**src/rtl/mine_placer.sv**
```systemverilog
// rtl/mine_placer.sv - 5x5 mine map generator (LFSR rejection sampling, fallback fill); optional MINE_PLACER_EXCLUDE_EN
module mine_placer #(
    parameter int          N_CELLS   = 25,
    parameter int          N_MINES   = 3,
    parameter logic [15:0] SEED      = 16'hACE1,
    parameter int          MAX_TRIES = 255
) (
    input  logic        clka,
    input  logic        restart_n,
    input  logic        start,
    input  logic        seed_load,
    input  logic [15:0] seed,
`ifdef MINE_PLACER_EXCLUDE_EN
    input  logic [4:0]  exclude_cell,
`endif
    output logic [24:0] mines,
    output logic        place_done,
    output logic        busy
);

    typedef enum logic [1:0] {
        S_IDLE,
        S_DRAW,
        S_FILL,
        S_DONE
    } state_t;

    localparam logic [4:0]  LAST_IDX    = 5'(N_CELLS - 1);
    localparam logic [4:0]  CELLS_C     = 5'(N_CELLS);
    localparam logic [4:0]  N_MINES_C   = 5'(N_MINES);
    localparam logic [7:0]  MAX_TRIES_C = 8'(MAX_TRIES);
    localparam logic [15:0] LFSR_MASK   = 16'hB400;

    state_t      state_q, state_d;
    logic [15:0] lfsr_q, lfsr_d;
    logic [24:0] mines_q, mines_d;
    logic [4:0]  count_q, count_d;
    logic [7:0]  tries_q, tries_d;
    logic [4:0]  idx_q, idx_d;

    logic [4:0]  cand;
    logic [24:0] cand_oh;
    logic [24:0] idx_oh;
    logic        cand_excl;
    logic        idx_excl;
    logic        busy_w;

    assign cand    = lfsr_q[4:0];
    assign cand_oh = 25'd1 << cand;
    assign idx_oh  = 25'd1 << idx_q;
    assign busy_w  = (state_q == S_DRAW) || (state_q == S_FILL);

`ifdef MINE_PLACER_EXCLUDE_EN
    logic [4:0] excl_q, excl_d;
    assign cand_excl = (cand == excl_q);
    assign idx_excl  = (idx_q == excl_q);
`else
    assign cand_excl = 1'b0;
    assign idx_excl  = 1'b0;
`endif

    // Next-state logic: LFSR stepping/seeding and the placement FSM.
    always_comb begin
        state_d = state_q;
        mines_d = mines_q;
        count_d = count_q;
        tries_d = tries_q;
        idx_d   = idx_q;
`ifdef MINE_PLACER_EXCLUDE_EN
        excl_d  = excl_q;
`endif
        lfsr_d  = (lfsr_q >> 1) ^ (lfsr_q[0] ? LFSR_MASK : 16'h0000);
        if (seed_load && !busy_w) begin
            lfsr_d = (seed == 16'h0000) ? SEED : seed;
        end

        case (state_q)
            S_IDLE, S_DONE: begin
                if (start) begin
                    state_d = S_DRAW;
                    mines_d = '0;
                    count_d = '0;
                    tries_d = '0;
                    idx_d   = '0;
`ifdef MINE_PLACER_EXCLUDE_EN
                    excl_d  = exclude_cell;
`endif
                end
            end
            S_DRAW: begin
                tries_d = tries_q + 8'd1;
                if ((cand < CELLS_C) && ((mines_q & cand_oh) == '0) && !cand_excl) begin
                    mines_d = mines_q | cand_oh;
                    count_d = count_q + 5'd1;
                end
                if (count_d == N_MINES_C) begin
                    state_d = S_DONE;
                end else if (tries_d == MAX_TRIES_C) begin
                    state_d = S_FILL;
                end
            end
            S_FILL: begin
                // Deterministic fallback: lowest clear, non-excluded cells first.
                if (((mines_q & idx_oh) == '0) && !idx_excl) begin
                    mines_d = mines_q | idx_oh;
                    count_d = count_q + 5'd1;
                end
                idx_d = idx_q + 5'd1;
                if ((count_d == N_MINES_C) || (idx_q == LAST_IDX)) begin
                    state_d = S_DONE;
                end
            end
            default: begin
                state_d = S_IDLE;
            end
        endcase
    end

    // State registers with asynchronous abort on restart_n.
    always_ff @(posedge clka or negedge restart_n) begin
        if (!restart_n) begin
            state_q <= S_IDLE;
            lfsr_q  <= SEED;
            mines_q <= '0;
            count_q <= '0;
            tries_q <= '0;
            idx_q   <= '0;
`ifdef MINE_PLACER_EXCLUDE_EN
            excl_q  <= '0;
`endif
        end else begin
            state_q <= state_d;
            lfsr_q  <= lfsr_d;
            mines_q <= mines_d;
            count_q <= count_d;
            tries_q <= tries_d;
            idx_q   <= idx_d;
`ifdef MINE_PLACER_EXCLUDE_EN
            excl_q  <= excl_d;
`endif
        end
    end

    assign mines      = mines_q;
    assign place_done = (state_q == S_DONE);
    assign busy       = busy_w;

endmodule

```
**config.mk**
```make
export PLATFORM = sky130hd
export DESIGN_NAME = mine_placer
export DESIGN_NICKNAME = d
export VERILOG_FILES = /design/src/rtl/mine_placer.sv
export SDC_FILE = /design/constraint.sdc
export NUM_CORES = 1
export LEC_CHECK = 0
export CORE_UTILIZATION = 40
export DETAILED_ROUTE_END_ITERATION = 7
export HOLD_SLACK_MARGIN = 0.06
export REMOVE_ABC_BUFFERS = 1
export SLEW_MARGIN = 20
export SYNTH_ARGS = -nofsm -noshare
export SYNTH_HDL_FRONTEND = slang
export SYNTH_SLANG_ARGS = --single-unit
export TNS_END_PERCENT = 30
```
**constraint.sdc**
```tcl
create_clock -name clka -period 3.8 [get_ports clka]
set_input_delay 0.76 -clock clka [delete_from_list [all_inputs] [get_ports clka]]
set_output_delay 0.76 -clock clka [all_outputs]
set_load 0.005 [all_outputs]
```
==> results.md <==
* Status: completed
* Fill cells at 1009
* Longest Clk Path Bufs at 2
* CP Buf/Inv Count at 1
* DRC errors left at 0
* CTS tree: built
* RePlAce Congestion at 0.9484
* Largest net degree at the start of global routing at 46
* PwrDens at 881.3 nW/um2
* Die H at 103.0 um
* Total CTS buffers at 9
* Sink Count at 61
* Synth Register Bits at 61
* Worst path required time at 4020 ps
* Detailed Route Iter0 Violations at 213
* Maximum vdd drop at 407.2 uV
* Final hold violations at 0
* Clk_lat worst skew at 350 ps
* Dominant synthesized flop cell: dfrtp_1
* PortBufs at 46
* Critical Path End Type: flip-flop
* Clk slew on worst S/H paths at 70 ps
* Critical path peak fanout at 22
* Post-DP HPWL at 8652 um
* Cell family with most CP delay: simple AND/OR/NAND/NOR gates
* Initial antenna violation count at 0
* Reg2reg start: idx_q[0]
* CP startpoint: idx_q[0]
* Nets at 526
* Slowest CP cell: or3_1
* Layout Skew at 11.08 ps
* Core area at 9819 um2
* First-pass GRT wire length at 19510 um
* EDFF count, synth at 0
* Hold buffers post-CTS at 0
* Global route overflow at 0
* Number of global-route vias before repair at 3554
* Row count at 36
* Fin Hold WS at 418.2 ps
* Sum of negative setup slack at 0 ps
* CP Launch Type: flip-flop
* Register area share after synthesis at 37.62%
* Synthesized area at 4084 um2
* Synth warn at 0
* Max Fclk at 0.2882 GHz
* CP Cell Sequence: inv_1, ha_1, a221oi_1, a2111oi_0, or4_1, or3_1, a221o_4, nor2_8, nor2_1
* Ant diodes at 0
* Footprint of the multi-input gates at 2296 um2
* Clock Tree Root: clkbuf_8
* Post-synth ARST share at 100.0%
* Area Growth Syn to Fin at 17.80%
* Max cap viols at 0
* Worst-Margin Slew at 723.7 ps
* Chip width at 103.0 um
* Minimum clock period at 3469 ps
* Die area at 10620 um2
* Drt total wl at 11910 um
* Post-cts sizing count at 0
* Synth unique cells at 66
* Final setup viols at 0
* CTS H-tree lvls at 3
* RSZ-0062 raised after global routing: false
* Avg Synthesized Cell Area at 8.917 um2
* Worst hold path class: in -> async
* Critical Path Max Stage Delay at 570 ps
* Fraction of layout cells with a size suffix above 1 at 12.83%
* Setup Crit Path Kind: reg -> reg
* Drt wl/cell at 18.85 um
* Synthesized netlist cell count at 458
* CP arrival at 3690 ps
* Max-slew violation count at 0
* GR Util All Layers at 24.59%
* Via density at 6.033
* P_leak at 1.920 nW
* I/O pins at 47
* Drt pass-1 iters at 5
* Vias post-DR at 3813
* Initial Util at 41.59%
* Slew margin rel. at 51.38%
* # Post-CTS Setup Buffers at 0
* Post-DRT Antenna Nets at 0
* Sequential cell area at 1536 um2
* Final period utilization at 91.30%
## kinds of logic after synthesis
| family | after synthesis | synth area share, % |
|---|---|---|
| muxes | 18 | 4.565 |
| and+or+nand+nor | 179 | 23.62 |
| adders and majority gates | 12 | 3.676 |
| DFF | 61 | 37.62 |
| xor gates and xnor gates | 8 | 1.716 |
| AOI/OAI and AO/OA | 131 | 22.64 |
| buffers and inverters | 49 | 6.158 |
## cell type report
cell class	count	area share, %
flip-flops and latches	61	31.94
clock inverters	1	0.6242
repair buffers	60	11.70
well taps	133	3.459
clock buffers	15	3.459
inverters	14	1.092
multi-input cells	348	47.72
## routing by layer
| layer | up-vias | global-route usage, % | routed length (um) |
|---|---|---|---|
| li1 | 1769 | - | - |
| met1 | 1894 | 33.66 | 5459 |
| met2 | 129 | 39.54 | 5650 |
| met3 | 21 | 3.119 | 558 |
| met4 | 0 | 9.642 | 244 |
| met5 | - | 0 | 0 |
## synthesized netlist by cell type (9+ instances only)
master | n | share of area, %
and3_1 | 10 | 1.5
nor2_2 | 19 | 2.9
o22ai_1 | 10 | 1.5
a22o_1 | 12 | 2.6
inv_1 | 14 | 1.3
a21oi_1 | 34 | 4.2
nor2_1 | 22 | 2.0
dfrtp_1 | 53 | 32
mux2i_1 | 13 | 3.2
ha_1 | 12 | 3.7
nand2_1 | 52 | 4.8
nand3_1 | 16 | 2.0
o21ai_0 | 28 | 3.4
nor3_1 | 9 | 1.1
clkbuf_1 | 20 | 1.8
## stage by stage
step	instances	setup WS [ps]	util (%)	cell area, um2	power (W)
floorplan	423	553.5	-	3885	0.002705
global placement	616	361.1	46.97	4612	0.003617
detailed placement	616	334.9	46.97	4612	0.003644
CTS	632	305.1	48.97	4808	0.004258
global route	632	154.9	48.99	4811	0.004571
finish	632	330.6	48.99	4811	0.004240
## worst paths after layout
path / to / slack (ps) / cells past startpoint
min in group clka: lfsr_q[14] / 480 / 2
worst max-delay path: mines[1] / 330 / 9
max in group asynchronous: lfsr_q[15] / 2670 / 2
worst min register to register: lfsr_q[14] / 480 / 2
worst max register to register: mines[1] / 330 / 9
worst min-delay path: count_q[0] / 420 / 1
## flip-flops by register name, indices dropped and copies added, names as in the netlist
name and flops:
tries_q 8, state_q 2, lfsr_q 16, mines 25, count_q 5, idx_q 5
## cell usage in the layout (no fill, tap or decap), types with 6 or more instances in the layout
cell type and count:
xnor2_1 7, nor2_2 19, clkdlybuf4s50_1 45, nor2_1 22
ha_1 12, dfrtp_1 53, o22ai_1 10, and3_1 10
nand3_1 16, a21oi_1 34, nor3b_1 7, mux2i_1 13
inv_1 14, nor3_1 9, dfstp_2 8, a22o_1 12
o21ai_0 28, clkbuf_8 11, nand2_1 52, o22a_1 6
buf_4 15
## where the power goes
part           internal (W)  leakage [nW]  total, W  switching (W)
clock network      0.000340        0.0979  0.000594       0.000254
logic              0.000997          1.03   0.00235        0.00135
registers          0.000930         0.790   0.00130       0.000366
total               0.00227          1.92   0.00424        0.00197
Power figures use the tool's default switching activity.
